$ cat src/rtl/core_pkg.sv
// core_pkg: shared types, widths and helpers for the execute stage
// Provides the ALU and forwarding encodings, the branch funct3 codes,
// the ID/EX and EX/MEM pipeline register layouts and the forwarding mux.
package core_pkg;
  localparam int XLEN = 32;
  localparam int REG_ADDR_W = 5;
  typedef enum logic [2:0] {
    ALU_ADD  = 3'b000,
    ALU_SUB  = 3'b001,
    ALU_AND  = 3'b010,
    ALU_OR   = 3'b011,
    ALU_SLTU = 3'b100,
    ALU_SLT  = 3'b101,
    ALU_SLL  = 3'b110,
    ALU_SRL  = 3'b111
  } alu_ctrl_t;
  typedef enum logic [1:0] {
    FWD_REG = 2'b00,
    FWD_WB  = 2'b01,
    FWD_MEM = 2'b10
  } fwd_sel_t;
  localparam logic [2:0] F3_BEQ  = 3'b000;
  localparam logic [2:0] F3_BNE  = 3'b001;
  localparam logic [2:0] F3_BLT  = 3'b100;
  localparam logic [2:0] F3_BGE  = 3'b101;
  localparam logic [2:0] F3_BLTU = 3'b110;
  localparam logic [2:0] F3_BGEU = 3'b111;
  typedef struct packed {
    logic [XLEN-1:0]       rd1;
    logic [XLEN-1:0]       rd2;
    logic [XLEN-1:0]       imm;
    logic [XLEN-1:0]       pc;
    logic [XLEN-1:0]       pc_plus4;
    logic [REG_ADDR_W-1:0] rd;
    alu_ctrl_t             alu_control;
    logic [2:0]            funct3;
    logic                  alu_src;
    logic                  reg_write;
    logic                  mem_write;
    logic                  branch;
    logic                  jump;
    logic                  jalr;
    logic [1:0]            result_src;
  } id_ex_t;
  typedef struct packed {
    logic [XLEN-1:0]       alu_result;
    logic [XLEN-1:0]       write_data;
    logic [XLEN-1:0]       pc_plus4;
    logic [REG_ADDR_W-1:0] rd;
    logic                  reg_write;
    logic                  mem_write;
    logic [1:0]            result_src;
  } ex_mem_t;
  // The unused code 11 falls through to the register value.
  function automatic logic [XLEN-1:0] fwd_mux(input logic [1:0] sel, input logic [XLEN-1:0] r,
                                              input logic [XLEN-1:0] wb, input logic [XLEN-1:0] mem);
    return sel == FWD_WB ? wb : sel == FWD_MEM ? mem : r;
  endfunction
endpackage

$ cat src/rtl/execute_stage_alu.sv
// alu: combinational RV32I ALU for the 3-bit aluControl encoding
// Ports: a_i/b_i operands, ctrl_i operation, result_o wrapped result.
module alu import core_pkg::*; #(
  parameter int W = 32
) (
  input  logic [W-1:0] a_i,
  input  logic [W-1:0] b_i,
  input  alu_ctrl_t    ctrl_i,
  output logic [W-1:0] result_o
);
  always_comb begin
    case (ctrl_i)
      ALU_ADD:  result_o = a_i + b_i;
      ALU_SUB:  result_o = a_i - b_i;
      ALU_AND:  result_o = a_i & b_i;
      ALU_OR:   result_o = a_i | b_i;
      ALU_SLTU: result_o = W'(a_i < b_i);
      ALU_SLT:  result_o = W'($signed(a_i) < $signed(b_i));
      ALU_SLL:  result_o = a_i << b_i[4:0];
      ALU_SRL:  result_o = a_i >> b_i[4:0];
      default:  result_o = '0;
    endcase
  end
endmodule

$ cat src/rtl/execute_stage.sv
// execute_stage: RV32I EX stage with ID/EX register, forwarding, ALU, branch resolve and EX/MEM register
// Ports: *D decode-side inputs, forwardAE/BE + resultW forwarding, pcSrcE/pcTargetE
// combinational fetch redirect, *M registered EX/MEM outputs.
module execute_stage import core_pkg::*; #(
  parameter int XLEN = core_pkg::XLEN,
  parameter int REG_ADDR_W = core_pkg::REG_ADDR_W
) (
  input  logic                  clk,
  input  logic                  rst_n,
  input  logic                  flushE,
  input  logic [XLEN-1:0]       rd1D,
  input  logic [XLEN-1:0]       rd2D,
  input  logic [XLEN-1:0]       immD,
  input  logic [XLEN-1:0]       pcD,
  input  logic [XLEN-1:0]       pcPlus4D,
  input  logic [REG_ADDR_W-1:0] rdD,
  input  logic [2:0]            aluControlD,
  input  logic [2:0]            funct3D,
  input  logic                  aluSrcD,
  input  logic                  regWriteD,
  input  logic                  memWriteD,
  input  logic                  branchD,
  input  logic                  jumpD,
  input  logic                  jalrD,
  input  logic [1:0]            resultSrcD,
  input  logic [1:0]            forwardAE,
  input  logic [1:0]            forwardBE,
  input  logic [XLEN-1:0]       resultW,
  output logic                  pcSrcE,
  output logic [XLEN-1:0]       pcTargetE,
  output logic [XLEN-1:0]       aluResultM,
  output logic [XLEN-1:0]       writeDataM,
  output logic [XLEN-1:0]       pcPlus4M,
  output logic [REG_ADDR_W-1:0] rdM,
  output logic                  regWriteM,
  output logic                  memWriteM,
  output logic [1:0]            resultSrcM
);
  id_ex_t ide_d, ide_q;
  ex_mem_t exm_d, exm_q;
  logic [XLEN-1:0] src_a, write_data, src_b, alu_result, jalr_sum;
  logic [2:0] f3;
  logic taken;
  // A flush loads an all-zero bubble, which also clears the data fields.
  always_comb ide_d = flushE ? id_ex_t'('0) : id_ex_t'{
    rd1: rd1D, rd2: rd2D, imm: immD, pc: pcD, pc_plus4: pcPlus4D, rd: rdD,
    alu_control: alu_ctrl_t'(aluControlD), funct3: funct3D, alu_src: aluSrcD,
    reg_write: regWriteD, mem_write: memWriteD, branch: branchD, jump: jumpD,
    jalr: jalrD, result_src: resultSrcD};
  always_ff @(posedge clk or negedge rst_n) begin
    if (!rst_n) begin
      ide_q <= '0;
      exm_q <= '0;
    end else begin
      ide_q <= ide_d;
      exm_q <= exm_d;
    end
  end
  assign src_a      = fwd_mux(forwardAE, ide_q.rd1, resultW, exm_q.alu_result);
  assign write_data = fwd_mux(forwardBE, ide_q.rd2, resultW, exm_q.alu_result);
  assign src_b      = ide_q.alu_src ? ide_q.imm : write_data;
  alu #(.W(XLEN)) u_alu (
    .a_i      (src_a),
    .b_i      (src_b),
    .ctrl_i   (ide_q.alu_control),
    .result_o (alu_result)
  );
  // Branch compare works on the forwarded operands, not on the ALU result.
  assign f3 = ide_q.funct3;
  assign taken = f3 == F3_BEQ  ? src_a == write_data :
                 f3 == F3_BNE  ? src_a != write_data :
                 f3 == F3_BLT  ? $signed(src_a) <  $signed(write_data) :
                 f3 == F3_BGE  ? $signed(src_a) >= $signed(write_data) :
                 f3 == F3_BLTU ? src_a <  write_data :
                 f3 == F3_BGEU ? src_a >= write_data : 1'b0;
  assign jalr_sum  = src_a + ide_q.imm;
  assign pcSrcE    = (ide_q.branch & taken) | ide_q.jump;
  assign pcTargetE = ide_q.jalr ? {jalr_sum[XLEN-1:1], 1'b0} : ide_q.pc + ide_q.imm;
  always_comb exm_d = ex_mem_t'{
    alu_result: alu_result, write_data: write_data, pc_plus4: ide_q.pc_plus4,
    rd: ide_q.rd, reg_write: ide_q.reg_write, mem_write: ide_q.mem_write,
    result_src: ide_q.result_src};
  assign aluResultM = exm_q.alu_result;
  assign writeDataM = exm_q.write_data;
  assign pcPlus4M   = exm_q.pc_plus4;
  assign rdM        = exm_q.rd;
  assign regWriteM  = exm_q.reg_write;
  assign memWriteM  = exm_q.mem_write;
  assign resultSrcM = exm_q.result_src;
endmodule

$ cat config.mk
export PLATFORM = sky130hd
export DESIGN_NAME = execute_stage
export DESIGN_NICKNAME = d
export VERILOG_FILES = /design/src/rtl/core_pkg.sv /design/src/rtl/execute_stage_alu.sv /design/src/rtl/execute_stage.sv
export SDC_FILE = /design/constraint.sdc
export NUM_CORES = 1
export LEC_CHECK = 0
export CELL_PAD_IN_SITES_DETAIL_PLACEMENT = 1
export CELL_PAD_IN_SITES_GLOBAL_PLACEMENT = 1
export CORE_MARGIN = 3
export CORE_UTILIZATION = 40
export DETAILED_ROUTE_END_ITERATION = 10
export PLACE_DENSITY = 0.85
export SLEW_MARGIN = 20
export SYNTH_ARGS = -nofsm -noshare
export SYNTH_HDL_FRONTEND = slang
export SYNTH_SLANG_ARGS = --single-unit
$ cat constraint.sdc
create_clock -name clk -period 9.25 [get_ports clk]
set_clock_uncertainty 0.15 [all_clocks]
set_input_delay 1.85 -clock clk [delete_from_list [all_inputs] [get_ports clk]]
set_output_delay 1.85 -clock clk [all_outputs]
set_load 0.005 [all_outputs]
## Word-level counts from Yosys, hierarchy flattened

Index checks and enable logic that the tools add are counted.

| storage, ports and cells | value |
|---|---|
| bits in registers | 284 |
| output and inout bits | 138 |
| logic and storage cells | 72 |
| bits of input ports | 218 |

| cells by class | value |
|---|---|
| $lt $le $gt $ge | 6 |
| muxes and demuxes | 14 |
| reductions and logical operators | 2 |
| add/subtract/negate cells | 4 |
| bitwise operators | 4 |
| equal/unequal tests | 18 |
| shift operators | 2 |

Operators with widths:

| cell | count |
|---|---|
| $pmux W32 S8 | 1 |
| $mux W32 | 6 |
| $mux W179 | 1 |
| $lt A32 B32 Y1 | 4 |
| $add A32 B32 Y32 | 3 |
| $ge A32 B32 Y1 | 2 |
| $and A32 B32 Y32 | 1 |
| $eq A32 B32 Y1 | 1 |
| $ne A32 B32 Y1 | 1 |
| $or A32 B32 Y32 | 1 |
| $shl A32 B5 Y32 | 1 |
| $shr A32 B5 Y32 | 1 |
| $sub A32 B32 Y32 | 1 |
| $eq A3 B3 Y1 const B | 8 |
| $eq A3 B1 Y1 const B | 2 |
| $eq A3 B2 Y1 const B | 2 |
| $logic_not A3 Y1 | 2 |
| $mux W1 | 6 |
| $eq A2 B1 Y1 const B | 2 |
| $eq A2 B2 Y1 const B | 2 |
| $and A1 B1 Y1 | 1 |
| $or A1 B1 Y1 | 1 |

## Depth between registers and ports, before layout

Gate-level depths: netlist of run 1.

| depth | value |
|---|---|
| word-level depth | 12 |
| depth in mapped cells | 21 |
| gate-level depth less buffers | 16 |

## Cells and area by module

Synthesis of run 1 repeated with hierarchy kept, for this count alone.

| unflattened totals | value |
|---|---|
| cells, all modules | 2636 |
| area total of the unflattened synthesis | 22883.2 um^2 |

Modules (own cells, without submodules):

| module | cells each | seq. area each (um^2) | area an instance (um^2) | times used |
|---|---|---|---|---|
| execute_stage | 1464 | 7106.8 | 15014.4 | 1 |
| alu | 1172 | 0.0 | 7868.8 | 1 |

## Worst setup path before layout of run 1

OpenSTA, ideal clock, no wires.

| timing | value |
|---|---|
| path type | input -> output |
| start point | input port forwardBE[1] |
| end point | output port pcSrcE |
| stages on the path | 14 |
| required time | 7250 ps |
| setup slack | 1876 ps |
| arrival | 5374 ps |
| buffers on the path | 3 |
| path through | buf_6 buf_2 buf_1 mux2_2 o21ai_0 ha_1 a21o_1 a21o_1 a21oi_1 o21ai_0 a221o_1 a211oi_1 mux2_2 a31o_2 |

| on the way | value |
|---|---|
| longest elaborated chain between the ends | 12 |
| elaborated cells between the ends (all ways) | 18 |
| those cells by class | order compare: 4; eq/ne: 4; mux: 8; bitwise: 2 |

RTL lines:

| what | RTL line | source |
|---|---|---|
| from (decl) | execute_stage.sv:27 | `input logic [1:0] forwardBE,` |
| $eq A2 B2 Y1 | core_pkg.sv:57 | `return sel == FWD_WB ? wb : sel == FWD_MEM ? mem : r;` |
| $mux W32 | core_pkg.sv:57 |  |
| $mux W32 * | core_pkg.sv:57 |  |
| $ge A32 B32 Y1 | execute_stage.sv:75 | `f3 == F3_BGEU ? src_a >= write_data : 1'b0;` |
| $mux W1 | execute_stage.sv:75 |  |
| $mux W1 | execute_stage.sv:74 | `f3 == F3_BLTU ? src_a < write_data :` |
| $mux W1 | execute_stage.sv:73 | `f3 == F3_BGE ? $signed(src_a) >= $signed(write_data) :` |
| $mux W1 | execute_stage.sv:72 | `f3 == F3_BLT ? $signed(src_a) < $signed(write_data) :` |
| $mux W1 | execute_stage.sv:71 | `f3 == F3_BNE ? src_a != write_data :` |
| $mux W1 * | execute_stage.sv:70 | `assign taken = f3 == F3_BEQ ? src_a == write_data :` |
| $and A1 B1 Y1 * | execute_stage.sv:77 | `assign pcSrcE = (ide_q.branch & taken) \| ide_q.jump;` |
| $or A1 B1 Y1 * | execute_stage.sv:77 |  |
| to (decl) | execute_stage.sv:29 | `output logic pcSrcE,` |

Every way passes the cells marked *; elsewhere a longest branch is shown, timed or not.

## Final worst setup path of run 1

| timing | value |
|---|---|
| start point | input port forwardAE[0] |
| end point | output port pcSrcE |

| on the way | value |
|---|---|
| longest elaborated chain between the ends | 12 |
| elaborated cells between the ends (all ways) | 18 |
| those cells by class | order compare: 4; eq/ne: 4; mux: 8; bitwise: 2 |

RTL lines:

| what | RTL line | source |
|---|---|---|
| from (decl) | execute_stage.sv:26 | `input logic [1:0] forwardAE,` |
| $eq A2 B2 Y1 | core_pkg.sv:57 |  |
| $mux W32 | core_pkg.sv:57 |  |
| $mux W32 * | core_pkg.sv:57 |  |
| $ge A32 B32 Y1 | execute_stage.sv:75 |  |
| $mux W1 | execute_stage.sv:75 |  |
| $mux W1 | execute_stage.sv:74 |  |
| $mux W1 | execute_stage.sv:73 |  |
| $mux W1 | execute_stage.sv:72 |  |
| $mux W1 | execute_stage.sv:71 |  |
| $mux W1 * | execute_stage.sv:70 |  |
| $and A1 B1 Y1 * | execute_stage.sv:77 |  |
| $or A1 B1 Y1 * | execute_stage.sv:77 |  |

Marked as above.

==> impl_metrics.yaml, run 1 <==
outcome:
  status: "completed"
yosys:
  synth_top_family_by_area: "compound AO/OA/AOI/OAI gates"
  synth_xor_xnor_area_share: 0.0305
  netlist_instances: 2585
  yosys_warnings: 0
  avgSynthCellArea_um2: 8.77
  synthAdderAreaFrac: 0.108
  async_flop_share: 1.00
  synth.area.top_cells: "dfrtp_1, ha_1, mux2i_1"
  synth_area_mm2: 0.0227
  synth_edf_count: 0
  ys.flop_type: "dfrtp_1"
  synth-simple-area-share: 0.166
  yosysSeqAreaShare: 0.314
  synth.top_cell.area_share: 0.314
  syn_nets: 2996
  yosysUniqueCellTypes: 86
  synth_mux_area_frac: 0.125
  ys_seq_elements: 284
  yosys.area.top_type: "dfrtp_1"
  synth_compound_area_frac: 0.203
sta:
  setup_ws_ps: 183
  period_share: 0.980
  setup_viol: 0
  timing.fmax_mhz: 110
  worstMarginPinSlew_ps: 1090
  final.setup.tns_ps: 0
  period_needed_ps: 9070
  rsz0062_at_grt: "false"
  finalHoldViolCount: 0
  slew_violations: 0
  slew_headroom: 0.265
critical_path:
  required_ps: 7250
  rrSetupSlack_ps: 3210
  crit_fanout: 51
  setup.worst_path.class: "input pin to primary output"
  worstRegToRegCells: 14
  reg2reg_from: "ide_q[7]"
  startpoint_type: "input pin"
  endpoint_kind: "primary output"
  worstPathArrival_ps: 7070
  r2r-end: "aluResultM[29]"
global_route:
  grt_pass1_vias: 24707
  grt_usage: 0.387
  overflow: 0
  grt_pass1_wl_um: 171000
  grt_antenna_before_repair: 8
  grt_max_degree: 185
power:
  power.share.clock: 0.252
  p_seq_frac: 0.265
  switchingPower_mw: 2.45
  p_per_area_mw_per_mm2: 201
  finalPower_mw: 5.70
  combinationalPowerShare: 0.483
  intPower_mw: 3.25
  p_sw_frac: 0.430
  ir_worst_vdd_mv: 0.184
  power.leakage_nw: 13.0
min_path:
  hold_class: "flip-flop to flip-flop"
  worstHoldPathCells: 0
  min_to: "pcPlus4M[10]"
  min_from: "exm_d[19]"
die:
  die_w_um: 244
  die_h_um: 244
  io_pins: 356
  initial_utilization: 0.408
  dieArea_mm2: 0.0595
  num_rows: 86
  core_mm2: 0.0555
clock_tree:
  htreeDepth: 2
  cts_tree: "built"
  clock_path_buffers: 3
  cts_setup_buffers: 0
  cts_hold_buf: 0
  clk_pin_slew_ps: 60
  root_buffer: "clkbuf_16"
  clk_latency_ps: 580
  clkSinkCount: 284
  cts_buffers: 34
place:
  port_buffers: 355
  place_hpwl_um: 89100
  post-place-ws_ps: 358
  place_area_mm2: 0.0272
  gp_congestion: 1.05
finish:
  syn_to_final_growth_pct: 25.0
  n_antenna_cell: 0
  nets: 3328
  drive_above_1_share: 0.0874
  stdcell_area_mm2: 0.0283
  fin_util: 0.510
drt:
  drt_wl_total_um: 118000
  viasPerCell: 6.25
  routedWlPerCell_um: 32.0
  via_count: 23048
  dr.pass1.iters: 5
  drt.antenna.violating_nets: 0
  drtIter0Drc: 2161
  drc_errors: 0
flow_run:
  drv_cap: 0
## critical path: stages
cell	delay (ps)
buf_6	420
buf_4	430
mux2_2	370
o21a_1	280
ha_1	340
a21o_1	190
a21o_1	180
a21oi_1	160
nor2_1	80
a2111oi_0	680
o21ai_0	240
a211oi_1	590
mux2_2	420
a31o_2	250
clkdlybuf4s50_1	530
## placed cells by master, fill, tap and decap left out, drive strengths merged, types with 9 or more instances in the layout
master / Yosys / routed
nor4: 9 / 9
xnor2: 48 / 48
and3: 14 / 14
or3: 15 / 15
nand2b: 14 / 14
o21ai: 182 / 182
nand2: 224 / 224
a31oi: 21 / 21
o21a: 27 / 27
a21o: 57 / 57
o221ai: 18 / 18
dfrtp: 284 / 284
a22oi: 13 / 13
o22ai: 12 / 12
inv: 152 / 156
clkdlybuf4s50: 0 / 349
mux2i: 180 / 180
a221oi: 22 / 22
clkbuf: 92 / 48
mux2: 87 / 87
buf: 49 / 88
nor2b: 199 / 199
nor2: 160 / 160
ha: 189 / 189
a211oi: 25 / 25
o211ai: 43 / 43
o31ai: 16 / 16
a211o: 10 / 10
nand3: 48 / 48
o21bai: 17 / 17
and2: 10 / 10
nor3: 38 / 38
xor2: 31 / 31
a21oi: 146 / 146
nand4: 16 / 16
## metal layers
metal	routed length (um)	up-vias	part of all wire	global-route usage
li1	-	9862	-	-
met1	45200	11705	0.38	0.467
met2	55300	1108	0.47	0.638
met3	8780	365	0.074	0.0784
met4	8610	8	0.073	0.234
met5	40	-	0.00034	0
## cells by family (layout without fill, tap and decap cells)
family                   Yosys count  in the layout
AND/OR/NAND/NOR                  767            767
multiplexers                     268            268
flip-flops                       284            284
adder cells (fa/ha/maj)          194            194
XOR/XNOR                          79             79
buffers and inverters            296            653
AO/OA/AOI/OAI                    697            697
## layout make-up
class                   instances  area (um2)
inverters                     155         584
repair buffers                437        4190
clock buffers                  48         963
fillers                      6438       27200
multi-input cells            2005       14400
clock inverters                13         196
flip-flops and latches        284        7110
well taps                     748         936
## power by group through the flow
stage | Combinational [mW] | Clock (mW) | Sequential [mW]
4_1_cts | 2.68 | 1.45 | 1.50
5_1_grt | 2.90 | 1.50 | 1.51
6_report | 2.76 | 1.43 | 1.51
2_1_floorplan | 1.46 | 0 | 1.45
3_5_place_dp | 2.64 | 0 | 1.52
3_3_place_gp | 2.58 | 0 | 1.51
## through the flow
stage,std cells,hold slack (ps)
after floorplan,2585,181
after global placement,3629,181
after detailed placement,3629,187
after CTS,3690,197
after global routing,3690,207
final,3690,195
## cells in the mapped netlist (all sizes together) (15+ instances only)
cell and count:
xnor2 48, or3 15, a31oi 21, nand2 224
xor2 31, a21oi 146, a211oi 25, a221oi 22
nand4 16, buf 49, mux2 87, inv 152
nor3 38, ha 189, dfrtp 284, clkbuf 92
o31ai 16, a21o 57, mux2i 180, o221ai 18
o211ai 43, nand3 48, nor2 160, o21bai 17
o21a 27, o21ai 182, nor2b 199
## worst max-delay path by stage
stage,to,startpoint
5_1_grt,pcSrcE,forwardAE[0]
2_1_floorplan,pcSrcE,forwardBE[1]
4_1_cts,pcSrcE,forwardAE[0]
3_3_place_gp,pcTargetE[30],forwardAE[0]
3_5_place_dp,pcSrcE,forwardAE[0]
6_report,pcSrcE,forwardAE[0]
## what timing repair did
action / CTS / global route
endpoints found under the hold margin: 0 / 0
resized for setup: 0 / 1
endpoints found under the setup margin: 0 / 1
## state kept, by name (all words and copies together), names as in the netlist
name        count
resultSrcM      2
exm_d          41
f3              3
writeDataM     32
memWriteM       1
aluResultM     32
ide_q         135
rdM             5
pcPlus4M       32
regWriteM       1
No activity file was read; power rests on OpenSTA's default activity.
==> run 2, diff against run 1 <==
--- a/config.mk
+++ b/config.mk
@@ -9,8 +9,10 @@
 export CELL_PAD_IN_SITES_GLOBAL_PLACEMENT = 1
 export CORE_MARGIN = 3
 export CORE_UTILIZATION = 40
+export CTS_CLUSTER_SIZE = 10
 export DETAILED_ROUTE_END_ITERATION = 10
 export PLACE_DENSITY = 0.85
+export SKIP_LAST_GASP = 1
 export SLEW_MARGIN = 20
 export SYNTH_ARGS = -nofsm -noshare
 export SYNTH_HDL_FRONTEND = slang
==> run 2 against run 1 <==
  * Clock power shrank 7%
  * Highest routed layer unchanged
  * Maximum frequency grew 0.14%
  * Hold slack gained 1.7 ps
  * Wire length shrank 0.20%
  * Die area is the same
  * Global-route usage shrank 0.31 points
  * Combinational power is essentially flat
  * Largest cell class unchanged
  * Non-clock buffer count grew 1
  * Register-to-register slack gained 50 ps
  * Utilization shrank 0.14 points
  * Cell count shrank 0.19%
==> impl_metrics.yaml, run 2 (synthesis results as in run 1) <==
clock_tree:
  cts_setup_buffers: 0
  htreeDepth: 2
  cts_buffers: 36
  clk_latency_ps: 570
  cts_resized: 0
  cts_hold_buf: 0
  clk_pin_slew_ps: 60
  root_buffer: "clkbuf_16"
  clock_path_buffers: 3
  cts_tree: "built"
  clkSinkCount: 284
critical_path:
  endpoint_kind: "primary output"
  worstPathArrival_ps: 7050
  startpoint_type: "input pin"
  crit_fanout: 51
  setup.worst_path.class: "input pin to primary output"
  required_ps: 7250
sta:
  setup_ws_ps: 195
  timing.fmax_mhz: 110
  final.setup.tns_ps: 0
  finalHoldViolCount: 0
  slew_violations: 0
  worstMarginPinSlew_ps: 1060
  period_share: 0.979
  rsz0062_at_grt: "false"
  period_needed_ps: 9050
  setup_viol: 0
  slew_headroom: 0.288
power:
  ir_worst_vdd_mv: 0.151
  finalPower_mw: 5.60
  p_per_area_mw_per_mm2: 198
  power.leakage_nw: 12.9
flow_run:
  drv_cap: 0
die:
  dieArea_mm2: 0.0595
  io_pins: 356
  num_rows: 86
  die_w_um: 244
  core_mm2: 0.0555
  die_h_um: 244
  initial_utilization: 0.408
finish:
  largest_reg_flops: 135
  nets: 3331
  layout_common_cells: "clkdlybuf4s50_1, dfrtp_1, nand2_1"
  syn_to_final_growth_pct: 24.7
  regMostFlops: "ide_q"
  drive_above_1_share: 0.0852
  mostFrequentLayoutCell: "clkdlybuf4s50_1"
drt:
  dr.pass1.iters: 6
  viasPerCell: 6.25
  drt_wl_total_um: 118000
  drt.antenna.violating_nets: 0
  drtIter0Drc: 2143
  via_count: 23023
  routedWlPerCell_um: 31.9
  drc_errors: 0
global_route:
  overflow: 0
  grt_antenna_before_repair: 5
  grt_pass1_wl_um: 170000
  grt_pass1_vias: 24542
  grt_usage: 0.384
  grt_max_degree: 185
place:
  port_buffers: 355
  gp_congestion: 1.05
  post-place-ws_ps: 358
  place_hpwl_um: 89100
outcome:
  status: "completed"
min_path:
  hold_class: "flip-flop to flip-flop"
==> run 2: changes by cell type in the layout (fill, tap and decap cells not counted), sizes merged <==
| cell | change |
|---|---|
| clkbuf | -2 |
| inv | -3 |
| clkinvlp | -1 |
| buf | +1 |
| diode | +1 |
| bufinv | -3 |
==> run 2: worst paths after layout <==
| kind | to | start | slack (ps) | depth (start not counted) |
|---|---|---|---|---|
| worst max-delay path | pcSrcE | forwardAE[0] | 200 | 15 |
| worst min-delay path | pcPlus4M[7] | exm_d[16] | 200 | 0 |
| worst max register to register | aluResultM[25] | ide_q[7] | 3260 | 14 |
| worst min register to register | pcPlus4M[7] | exm_d[16] | 200 | 0 |
| max in group asynchronous | ide_q[7] | rst_n | 6250 | 3 |
| min in group asynchronous | pcPlus4M[31] | rst_n | 1190 | 1 |
==> run 2: cell type report <==
cell class              instances  area [um2]
well taps                     748         936
multi-input cells            2005       14400
clock buffers                  46         968
diodes                          1        2.50
repair buffers                438        4210
flip-flops and latches        284        7110
clock inverters                 6        87.6
fillers                      6429       27300
inverters                     155         584
==> run 2: critical path: stages <==
cell	delay (ps)
buf_4	590
buf_4	450
mux2_2	370
o21a_1	270
ha_1	350
a21o_1	200
a21o_1	180
a21oi_1	170
nor2_1	80
a2111oi_0	550
o21ai_0	220
a211oi_1	580
mux2_2	410
a31o_2	230
clkdlybuf4s50_1	510
==> run 2: per-stage QoR <==
stage               utilization  hold WS (ps)  std cells  cell area, um2
floorplan                     -           181       2585           22700
global placement          0.489           181       3629           27200
detailed placement        0.489           187       3629           27200
CTS                       0.508           199       3681           28200
global route              0.509           212       3682           28300
finish                    0.509           197       3683           28300
==> run 2: report_power, final <==
group	switching, mW	internal, mW
Clock	0.591	0.741
Combinational	1.70	1.06
Sequential	0.144	1.37
Total	2.43	3.16
==> run 2: layer usage <==
layer,global-route usage,wire (um),share of wire,vias up
li1,-,-,-,9862
met4,0.223,8570,0.073,6
met5,0,41,0.00035,-
met2,0.639,55400,0.47,1098
met1,0.463,45300,0.38,11688
met3,0.0752,8390,0.071,369
